`src/rtl/hex_segment_reader_if.sv`:
```
// rtl/hex_segment_reader_if.sv - segment bus inputs and decoded-snapshot valid/ready port
interface hex_segment_reader_if;
    logic [7:0]  hex0;
    logic [7:0]  hex1;
    logic [7:0]  hex2;
    logic [7:0]  hex3;
    logic [7:0]  hex4;
    logic [7:0]  hex5;
    logic [23:0] value;
    logic [5:0]  blank;
    logic [5:0]  err;
    logic [5:0]  dp;
    logic        value_valid;
    logic        value_ready;

    modport master (
        input  hex0, hex1, hex2, hex3, hex4, hex5, value_ready,
        output value, blank, err, dp, value_valid
    );

    modport slave (
        output hex0, hex1, hex2, hex3, hex4, hex5, value_ready,
        input  value, blank, err, dp, value_valid
    );
endinterface

```
`src/rtl/hex_segment_reader.sv`:
```
// rtl/hex_segment_reader.sv - debounced seven-segment glyph decoder with valid/ready snapshot
// Optional decimal-point capture: define HEX_DP_EN.
module hex_segment_reader #(
    parameter int STABLE_CYCLES = 4,
    parameter int CNT_W         = 3
) (
    input  logic                 clk,
    input  logic                 rst_n,
    hex_segment_reader_if.master bus
);
    localparam logic [CNT_W-1:0] CNT_MAX    = CNT_W'(STABLE_CYCLES);
    localparam logic [CNT_W-1:0] CNT_COMMIT = CNT_W'(STABLE_CYCLES - 1);

    logic [7:0]       hex_raw [6];
    logic [7:0]       hex_in  [6];
    logic [7:0]       samp_q  [6];
    logic [7:0]       samp_d  [6];
    logic [CNT_W-1:0] cnt_q   [6];
    logic [CNT_W-1:0] cnt_d   [6];

    logic [23:0] nib_q, nib_d, snap_nib_q, snap_nib_d;
    logic [5:0]  blank_q, blank_d, snap_blank_q, snap_blank_d;
    logic [5:0]  err_q, err_d, snap_err_q, snap_err_d;
    logic [5:0]  dp_q, dp_d, snap_dp_q, snap_dp_d;
    logic        valid_q, valid_d, pending_q, pending_d;
    logic        changed;
    logic [5:0]  dec;
    logic        dp_new;

    assign hex_raw[0] = bus.hex0;
    assign hex_raw[1] = bus.hex1;
    assign hex_raw[2] = bus.hex2;
    assign hex_raw[3] = bus.hex3;
    assign hex_raw[4] = bus.hex4;
    assign hex_raw[5] = bus.hex5;

`ifndef HEX_DP_EN
    logic unused_dp;
    assign unused_dp = ^{hex_raw[0][7], hex_raw[1][7], hex_raw[2][7],
                         hex_raw[3][7], hex_raw[4][7], hex_raw[5][7]};
`endif

    // Returns {err, blank, nibble}
    function automatic logic [5:0] decode(input logic [6:0] seg);
        case (seg)
            7'h40:   decode = 6'h00;
            7'h79:   decode = 6'h01;
            7'h24:   decode = 6'h02;
            7'h30:   decode = 6'h03;
            7'h19:   decode = 6'h04;
            7'h12:   decode = 6'h05;
            7'h02:   decode = 6'h06;
            7'h78:   decode = 6'h07;
            7'h00:   decode = 6'h08;
            7'h10:   decode = 6'h09;
            7'h08:   decode = 6'h0A;
            7'h03:   decode = 6'h0B;
            7'h46:   decode = 6'h0C;
            7'h21:   decode = 6'h0D;
            7'h06:   decode = 6'h0E;
            7'h0E:   decode = 6'h0F;
            7'h7F:   decode = 6'h10;
            default: decode = 6'h20;
        endcase
    endfunction

    always_comb begin
        nib_d        = nib_q;
        blank_d      = blank_q;
        err_d        = err_q;
        dp_d         = dp_q;
        snap_nib_d   = snap_nib_q;
        snap_blank_d = snap_blank_q;
        snap_err_d   = snap_err_q;
        snap_dp_d    = snap_dp_q;
        valid_d      = valid_q;
        pending_d    = pending_q;
        changed      = 1'b0;
        dec          = 6'h0;
        dp_new       = 1'b0;
        for (int i = 0; i < 6; i++) begin
`ifdef HEX_DP_EN
            hex_in[i] = hex_raw[i];
`else
            hex_in[i] = {1'b1, hex_raw[i][6:0]};
`endif
            samp_d[i] = hex_in[i];
            cnt_d[i]  = '0;
            if (hex_in[i] == samp_q[i]) begin
                cnt_d[i] = (cnt_q[i] == CNT_MAX) ? cnt_q[i] : cnt_q[i] + 1'b1;
                if (cnt_q[i] == CNT_COMMIT) begin
                    dec = decode(samp_q[i][6:0]);
`ifdef HEX_DP_EN
                    dp_new = ~samp_q[i][7];
`else
                    dp_new = 1'b0;
`endif
                    if (dec[3:0] != nib_q[4*i +: 4] || dec[4] != blank_q[i] ||
                        dec[5] != err_q[i] || dp_new != dp_q[i])
                        changed = 1'b1;
                    nib_d[4*i +: 4] = dec[3:0];
                    blank_d[i]      = dec[4];
                    err_d[i]        = dec[5];
                    dp_d[i]         = dp_new;
                end
            end
        end

        // Snapshot only reloads when empty or on a handshake; changes seen while held are remembered
        if (!valid_q) begin
            if (changed) begin
                valid_d      = 1'b1;
                snap_nib_d   = nib_d;
                snap_blank_d = blank_d;
                snap_err_d   = err_d;
                snap_dp_d    = dp_d;
            end
        end else if (bus.value_ready) begin
            if (pending_q || changed) begin
                snap_nib_d   = nib_d;
                snap_blank_d = blank_d;
                snap_err_d   = err_d;
                snap_dp_d    = dp_d;
                pending_d    = 1'b0;
            end else begin
                valid_d = 1'b0;
            end
        end else if (changed) begin
            pending_d = 1'b1;
        end
    end

    always_ff @(posedge clk or negedge rst_n) begin
        if (!rst_n) begin
            for (int i = 0; i < 6; i++) begin
                samp_q[i] <= 8'hFF;
                cnt_q[i]  <= '0;
            end
            nib_q        <= '0;
            blank_q      <= 6'h3F;
            err_q        <= '0;
            dp_q         <= '0;
            snap_nib_q   <= '0;
            snap_blank_q <= 6'h3F;
            snap_err_q   <= '0;
            snap_dp_q    <= '0;
            valid_q      <= 1'b0;
            pending_q    <= 1'b0;
        end else begin
            for (int i = 0; i < 6; i++) begin
                samp_q[i] <= samp_d[i];
                cnt_q[i]  <= cnt_d[i];
            end
            nib_q        <= nib_d;
            blank_q      <= blank_d;
            err_q        <= err_d;
            dp_q         <= dp_d;
            snap_nib_q   <= snap_nib_d;
            snap_blank_q <= snap_blank_d;
            snap_err_q   <= snap_err_d;
            snap_dp_q    <= snap_dp_d;
            valid_q      <= valid_d;
            pending_q    <= pending_d;
        end
    end

    assign bus.value       = snap_nib_q;
    assign bus.blank       = snap_blank_q;
    assign bus.err         = snap_err_q;
    assign bus.dp          = snap_dp_q;
    assign bus.value_valid = valid_q;
endmodule
```
`src/flat_wrapper.sv`:
```
// flat-port wrapper written by rule: the top's interface ports become plain ports
module hex_segment_reader_flat 
#(
    parameter int STABLE_CYCLES = 4,
    parameter int CNT_W         = 3
)
  (clk, rst_n, bus_hex0, bus_hex1, bus_hex2, bus_hex3, bus_hex4, bus_hex5, bus_value_ready, bus_value, bus_blank, bus_err, bus_dp, bus_value_valid);
  hex_segment_reader_if bus_i ();
  input  logic clk;
  input  logic rst_n;
  input wire logic [$bits(bus_i.hex0)-1:0] bus_hex0;
  input wire logic [$bits(bus_i.hex1)-1:0] bus_hex1;
  input wire logic [$bits(bus_i.hex2)-1:0] bus_hex2;
  input wire logic [$bits(bus_i.hex3)-1:0] bus_hex3;
  input wire logic [$bits(bus_i.hex4)-1:0] bus_hex4;
  input wire logic [$bits(bus_i.hex5)-1:0] bus_hex5;
  input wire logic [$bits(bus_i.value_ready)-1:0] bus_value_ready;
  output wire logic [$bits(bus_i.value)-1:0] bus_value;
  output wire logic [$bits(bus_i.blank)-1:0] bus_blank;
  output wire logic [$bits(bus_i.err)-1:0] bus_err;
  output wire logic [$bits(bus_i.dp)-1:0] bus_dp;
  output wire logic [$bits(bus_i.value_valid)-1:0] bus_value_valid;
  assign bus_i.hex0 = bus_hex0;
  assign bus_i.hex1 = bus_hex1;
  assign bus_i.hex2 = bus_hex2;
  assign bus_i.hex3 = bus_hex3;
  assign bus_i.hex4 = bus_hex4;
  assign bus_i.hex5 = bus_hex5;
  assign bus_i.value_ready = bus_value_ready;
  assign bus_value = bus_i.value;
  assign bus_blank = bus_i.blank;
  assign bus_err = bus_i.err;
  assign bus_dp = bus_i.dp;
  assign bus_value_valid = bus_i.value_valid;
  hex_segment_reader #(.STABLE_CYCLES(STABLE_CYCLES), .CNT_W(CNT_W)) u_core (.clk(clk), .rst_n(rst_n), .bus(bus_i));
endmodule
```
`config.mk`:
```
export PLATFORM = sky130hd
export DESIGN_NAME = hex_segment_reader_flat
export DESIGN_NICKNAME = d
export VERILOG_FILES = /design/src/rtl/hex_segment_reader_if.sv /design/src/rtl/hex_segment_reader.sv /design/src/flat_wrapper.sv
export SDC_FILE = /design/constraint.sdc
export NUM_CORES = 1
export LEC_CHECK = 0
export BUFFER_PORTS_ARGS = -buffer_cell sky130_fd_sc_hd__buf_2
export CORE_MARGIN = 1
export CORE_UTILIZATION = 30
export DETAILED_ROUTE_END_ITERATION = 16
export GPL_TIMING_DRIVEN = 0
export PLACE_DENSITY = 0.48
export SLEW_MARGIN = 20
export SYNTH_ARGS = -nofsm -noshare
export SYNTH_HDL_FRONTEND = slang
export SYNTH_SLANG_ARGS = --single-unit
```
`constraint.sdc`:
```
create_clock -name clk -period 4.75 [get_ports clk]
set_input_delay 0.475 -clock clk [delete_from_list [all_inputs] [get_ports clk]]
set_output_delay 0.475 -clock clk [all_outputs]
set_load 0.02 [all_outputs]
```
Word-level counts from Yosys, hierarchy flattened

Cells that the tools add are included.

Logic and storage cells: 317
Register bits after elaboration: 146
Output and inout port bits: 43
Input port bits: 51

Eq/ne operators: 141
Add/sub/neg operators: 6
Reduce and logical (&&, ||, !) cells: 29
Multiplexer cells: 119

Operator list:

| cell                                                                  | number |
|---|---|
| 6-bit case mux with 17 select lines                                   | 6 |
| 7-bit equality test, second input constant                            | 30 |
| 6-bit two-way mux                                                     | 24 |
| 7-bit by 5-bit equality test with 1-bit output, second input constant | 18 |
| 7-bit by 6-bit equality test with 1-bit output, second input constant | 18 |
| 24-bit two-way mux                                                    | 4 |
| 7-bit by 2-bit equality test with 1-bit output, second input constant | 12 |
| 7-bit by 4-bit equality test with 1-bit output, second input constant | 12 |
| 1-bit two-way mux                                                     | 61 |
| 4-bit two-way mux                                                     | 12 |
| 7-bit by 3-bit equality test with 1-bit output, second input constant | 6 |
| 7-bit equality test                                                   | 6 |
| 7-bit zero test                                                       | 6 |
| 3-bit two-way mux                                                     | 12 |
| 4-bit != test                                                         | 6 |
| 1-bit logical OR                                                      | 19 |
| 3-bit by 1-bit adder with 3-bit output, second input constant         | 6 |
| 3-bit by 2-bit equality test with 1-bit output, second input constant | 6 |
| 3-bit equality test, second input constant                            | 6 |
| 2-bit != test, second input constant                                  | 8 |
| 1-bit != test                                                         | 12 |
| 3-bit AND reduction                                                   | 2 |
| 2-bit nonzero test                                                    | 2 |
| 2-bit by 1-bit != test with 1-bit output, second input constant       | 1 |

Logic depth before layout (Yosys ltp)

Depth after elaboration: 30
Mapped depth: 12
Mapped depth without buffers: 9

Least setup slack after synthesis

OpenSTA, ideal clock, no wires.

Kind: reg-to-reg
From: register u_core.samp_q[11] in the netlist's numbering
To: register u_core.snap_dp_q[0] (netlist: u_core.bus.dp[0])
Data required time: 4.622 ns
Clock period less this slack: 3.106 ns
Arrival: 2.979 ns
Buffers on the path: 1
Slack: 1.644 ns
Cell stages (with the launch flop): 11
Library setup time: 0.128 ns
Cell sequence: dfstp_2 > nor2_1 > a31o_2 > a211o_1 > or4_1 > xor2_1 > a41oi_2 > nor4_4 > a32oi_4 > buf_4 > mux2_1

Longest elaborated chain between the ends: 17
Elaborated cells on any way between the ends: 37
Those cells by class: eq/ne (21); mux (9); reduce/logical (7)

RTL lines:

| what                                              | RTL line                  | RTL |
|---|---|---|
| start: declaration                                | hex_segment_reader.sv:16  | `logic [7:0] samp_q [6];` |
| start signal: indexed assignment                  | hex_segment_reader.sv:151 | `samp_q[i] <= samp_d[i];` |
| 7-bit equality test, or another cell as far along | hex_segment_reader.sv:45  | `case (seg)` |
| 6-bit case mux with 17 select lines               | hex_segment_reader.sv:45  |  |
| 6-bit two-way mux                                 | hex_segment_reader.sv:91  | `if (cnt_q[i] == CNT_COMMIT) begin` |
| 6-bit two-way mux                                 | hex_segment_reader.sv:89  | `if (hex_in[i] == samp_q[i]) begin` |
| 4-bit != test or 1-bit != test (tied branches)    | hex_segment_reader.sv:98  | `if (dec[3:0] != nib_q[4*i +: 4] \|\| dec[4] != blank_q[i] \|\|` |
| 1-bit logical OR (2 in series)                    | hex_segment_reader.sv:98  |  |
| 1-bit logical OR                                  | hex_segment_reader.sv:99  | `dec[5] != err_q[i] \|\| dp_new != dp_q[i])` |
| 1-bit two-way mux                                 | hex_segment_reader.sv:98  |  |
| 1-bit two-way mux                                 | hex_segment_reader.sv:91  |  |
| 1-bit two-way mux (*)                             | hex_segment_reader.sv:89  |  |
| 1-bit two-way mux                                 | hex_segment_reader.sv:98  |  |
| 1-bit two-way mux                                 | hex_segment_reader.sv:91  |  |
| 1-bit two-way mux (*)                             | hex_segment_reader.sv:89  |  |
| 1-bit logical OR                                  | hex_segment_reader.sv:119 | `if (pending_q \|\| changed) begin` |
| 2-bit != test (no source line)                    | --                        |  |
| 3-bit AND reduction (no source line) (*)          | --                        |  |
| end signal: assignment                            | hex_segment_reader.sv:161 | `snap_dp_q <= snap_dp_d;` |
| end: declaration                                  | hex_segment_reader.sv:24  | `logic [5:0] dp_q, dp_d, snap_dp_q, snap_dp_d;` |

Every way passes the cells marked *; elsewhere a longest branch is shown, timed or not. The select of a mux whose other input is x is not followed.
A chain may end at the register's enable or synchronous reset.

Final worst setup path

From: register u_core.samp_q[19] in the netlist's numbering
To: register u_core.snap_nib_q[20] (netlist: u_core.bus.value[20])

Longest elaborated chain between the ends: 20
Elaborated cells on any way between the ends: 40
Those cells by class: eq/ne (21); mux (12); reduce/logical (7)

RTL lines:

| what                                              | RTL line                  | RTL |
|---|---|---|
| 7-bit equality test, or another cell as far along | hex_segment_reader.sv:45  |  |
| 6-bit case mux with 17 select lines               | hex_segment_reader.sv:45  |  |
| 6-bit two-way mux                                 | hex_segment_reader.sv:91  |  |
| 6-bit two-way mux                                 | hex_segment_reader.sv:89  |  |
| 4-bit != test or 1-bit != test (tied branches)    | hex_segment_reader.sv:98  |  |
| 1-bit logical OR (2 in series)                    | hex_segment_reader.sv:98  |  |
| 1-bit logical OR                                  | hex_segment_reader.sv:99  |  |
| 1-bit two-way mux                                 | hex_segment_reader.sv:98  |  |
| (+3 left out)                                     | --                        |  |
| 1-bit two-way mux                                 | hex_segment_reader.sv:91  |  |
| 1-bit two-way mux (*)                             | hex_segment_reader.sv:89  |  |
| 1-bit two-way mux                                 | hex_segment_reader.sv:98  |  |
| 1-bit two-way mux                                 | hex_segment_reader.sv:91  |  |
| 1-bit two-way mux (*)                             | hex_segment_reader.sv:89  |  |
| 1-bit logical OR                                  | hex_segment_reader.sv:119 |  |
| 2-bit != test (no source line)                    | --                        |  |
| 3-bit AND reduction (no source line) (*)          | --                        |  |
| end signal: assignment                            | hex_segment_reader.sv:158 | `snap_nib_q <= snap_nib_d;` |
| end: declaration                                  | hex_segment_reader.sv:21  | `logic [23:0] nib_q, nib_d, snap_nib_q, snap_nib_d;` |

Marked as above.

==> summary.txt <==
Placement
  – Buffers on Ports: 87
  – DP HPWL: 14.0 mm
  – Final GP Congestion: 0.811
  – Placed cell count: 1,262
  – Pre-CTS WS: 0.963 ns

STA
  – Min cycle time layout: 3.78 ns
  – Period Utilization, post-route: 79.6%
  – Actual slew at the worst max-slew pin: 0.751 ns
  – RSZ-0062 raised after global routing: no
  – Final Hold Viols: 0
  – Max-Slew Margin vs Limit: 49.3%
  – # setup viols final: 0
  – Final max-slew violation count: 0
  – Final Skew: 0.0136 ns
  – FMAX: 264 MHz
  – Setup_tns: 0 ns
  – Worst Setup Slack, final: 0.968 ns

CTS
  – Clock net sink count: 146
  – H-tree levels: 4
  – TritonCTS clock tree: done
  – Post-CTS resize count: 0
  – Num CTS Buffers: 17
  – Setup Fix Bufs, Post-CTS: 0
  – Clock slew at reported path FFs: 0.07 ns
  – Clk_lat worst skew: 0.43 ns
  – Root Buffer: clkbuf_16
  – CTS Hold Bufs: 0
  – Clock buffer depth: 2

Global route
  – Global-route wire length before repair: 33.1 mm
  – GRT overflow: 0
  – Initial antenna violation count: 0
  – Largest net degree at the start of global routing: 80
  – Vias in the first global route: 6,363
  – GRT Total Usage: 14.5%

Worst setup path
  – Crit path largest cell delay: 0.52 ns
  – Crit path max-delay family: buffers and inverters
  – Setup Crit Path Kind: flop to flop
  – Most frequent CP cell: clkbuf_1
  – Worst Path Buf+Inv: 4
  – Crit path launch type: flop
  – Worst-path cell chain: clkbuf_1 > clkbuf_1 > xor2_1 > nor4_1 > nand4_1 > inv_1 > nand2_1 > a31oi_1 > nor4_4 > a32oi_4 > buf_4 > mux2_1
  – CP Capture Type: flop
  – Worst EP arrival: 4.09 ns
  – CP required: 5.06 ns
  – Max FO, Critical Path: 10
  – Critical-path top delay cell: dfstp_2

Detailed routing
  – DR pass1 iterations: 4
  – # DRC: 0
  – DR vias/cell: 4.96
  – Via count: 6,422
  – Drt wl/cell: 15.2 um
  – Post-DRT Antenna Nets: 0
  – Drt first-iter violations: 401
  – Final WL: 19.7 mm

Run status
  – Status: finished, final reports clean

Synth
  – Sequential-to-total area share from yosys stat: 44.5%
  – Share of the synthesized area in the top cell type: 27.5%
  – Async SR Flop Fraction: 100%
  – Top cells by area, synth: dfrtp_1 (28%), dfstp_2 (17%), mux2_1 (5.4%), xor2_1 (4.8%), xnor2_1 (4.1%)
  – Number of flops mapped to enable cells by yosys: 0
  – Mapped cell area: 8360 um2
  – Syn. warnings: 0
  – Avg Cell Area, Syn: 10.4 um2
  – Cells after Synth: 802
  – Library cells used by synthesis: 73
  – Primary FF master, synth: dfrtp_1
  – Syn_nets: 871
  – Leading area contributor after synthesis: dfrtp_1
  – Register bit count reported by yosys: 146

Floorplanning
  – Row count: 60
  – Initial Util: 30.8%
  – IO Pins: 94
  – DIE AREA: 28,500 um2
  – Core area: 27,200 um2
  – Die X-Extent: 169 um
  – Die Y: 169 um

Pwr
  – P_leak: 4.50 nW
  – Peak supply drop: 0.000205 V
  – Pwr/cell area: 291 nW/um2

Layout
  – N_diodes: 0
  – Final Util: 36.3%
  – Final non-filler cell total: 1,294
  – P&R area growth vs syn: 18.0%
  – Final Net Count: 978
  – Layout cells sized above 1: 26.2%

Flow run
  – Max-Cap Viols: 0

Worst hold path
  – HP Class: primary input to async pin
## worst paths after layout
path,from,to,slack (ns),cells past startpoint
worst min-delay path,rst_n,u_core.cnt_q[6],0.005,1
worst max register to register,u_core.samp_q[19],u_core.bus.value[20],0.97,12
worst min register to register,u_core.bus.value[15],u_core.bus.value[15],0.48,1
min in group clk,bus_hex1[4],u_core.samp_q[36],0.15,1
max in group asynchronous,rst_n,u_core.bus.blank[2],3.97,2
worst max-delay path,u_core.samp_q[19],u_core.bus.value[20],0.97,12
## cell usage in the layout (no fill, tap or decap), types with 8 or more instances in the layout
master / count
nand4_1: 15
o21ai_0: 21
nand2_1: 46
nor3_1: 20
mux2_1: 40
a21oi_1: 22
mux2_2: 29
clkbuf_1: 24
dfstp_2: 54
ha_1: 18
nor3b_1: 14
buf_2: 108
dfrtp_1: 92
a31oi_1: 8
nand3_1: 21
xor2_1: 46
xnor2_1: 39
nor4_1: 23
nor2_1: 42
inv_1: 34
clkbuf_16: 17
nor4b_1: 8
## routing by layer
metal / share of wire [%] / track usage (%) / wire length [um]
met1: 49 / 19.2 / 9580
met2: 46 / 23.4 / 9050
met3: 4.0 / 3.34 / 797
met4: 1.3 / 4.55 / 260
met5: 0 / 0 / 0
## kinds of logic after synthesis
| kind of cell | count (synthesis) | share of synthesized area [%] |
|---|---|---|
| compound gates | 130 | 11.3 |
| buf+inv | 86 | 4.37 |
| mux | 72 | 9.65 |
| simple gates | 265 | 18.6 |
| xor+xnor | 85 | 8.91 |
| flops | 146 | 44.5 |
| fa+ha+maj | 18 | 2.69 |
## layout make-up
cell class,instances,area (um2)
Clock inverter,13,126
Clock buffer,19,443
Fill cell,2794,17300
Inverter,34,128
Buffer,52,238
Timing Repair Buffer,88,473
Sequential cell,146,3720
Tap cell,372,465
Multi-Input combinational cell,570,4270
## state kept, by name, summed over array words and instances, names as in the netlist
signal	count
u_core.bus.value_valid	1
u_core.samp_q	42
u_core.bus.blank	6
u_core.bus.err	6
u_core.nib_q	24
u_core.err_q	6
u_core.pending_q	1
u_core.dp_q	6
u_core.cnt_q	18
u_core.blank_q	6
u_core.bus.dp	6
u_core.bus.value	24
## synth_stat cells, types with 22 or more instances
cell and count:
nor2_1 42, buf_2 22, clkbuf_1 23, mux2_1 40, dfstp_2 54, mux2_2 29
nand2_1 46, a21oi_1 22, dfrtp_1 92, inv_1 34, xnor2_1 39, nor4_1 23
xor2_1 46
## metrics by stage
step / instance area (um2) / hold slack, ns / total power, mW
floorplan: 8360 / 0.179 / 1.47
global placement: 9260 / 0.464 / 1.57
detailed placement: 9300 / 0.469 / 1.57
CTS: 9870 / 0.0251 / 2.92
global route: 9870 / 0.0493 / 3.00
finish: 9870 / 0.00490 / 2.87
## report_power, final
part	switching [mW]	leakage, nW	internal, mW
combinational	0.155	2.38	0.0971
clock	0.577	0.267	0.742
sequential	0.0208	1.85	1.28
(Power assumes the default switching activity.)
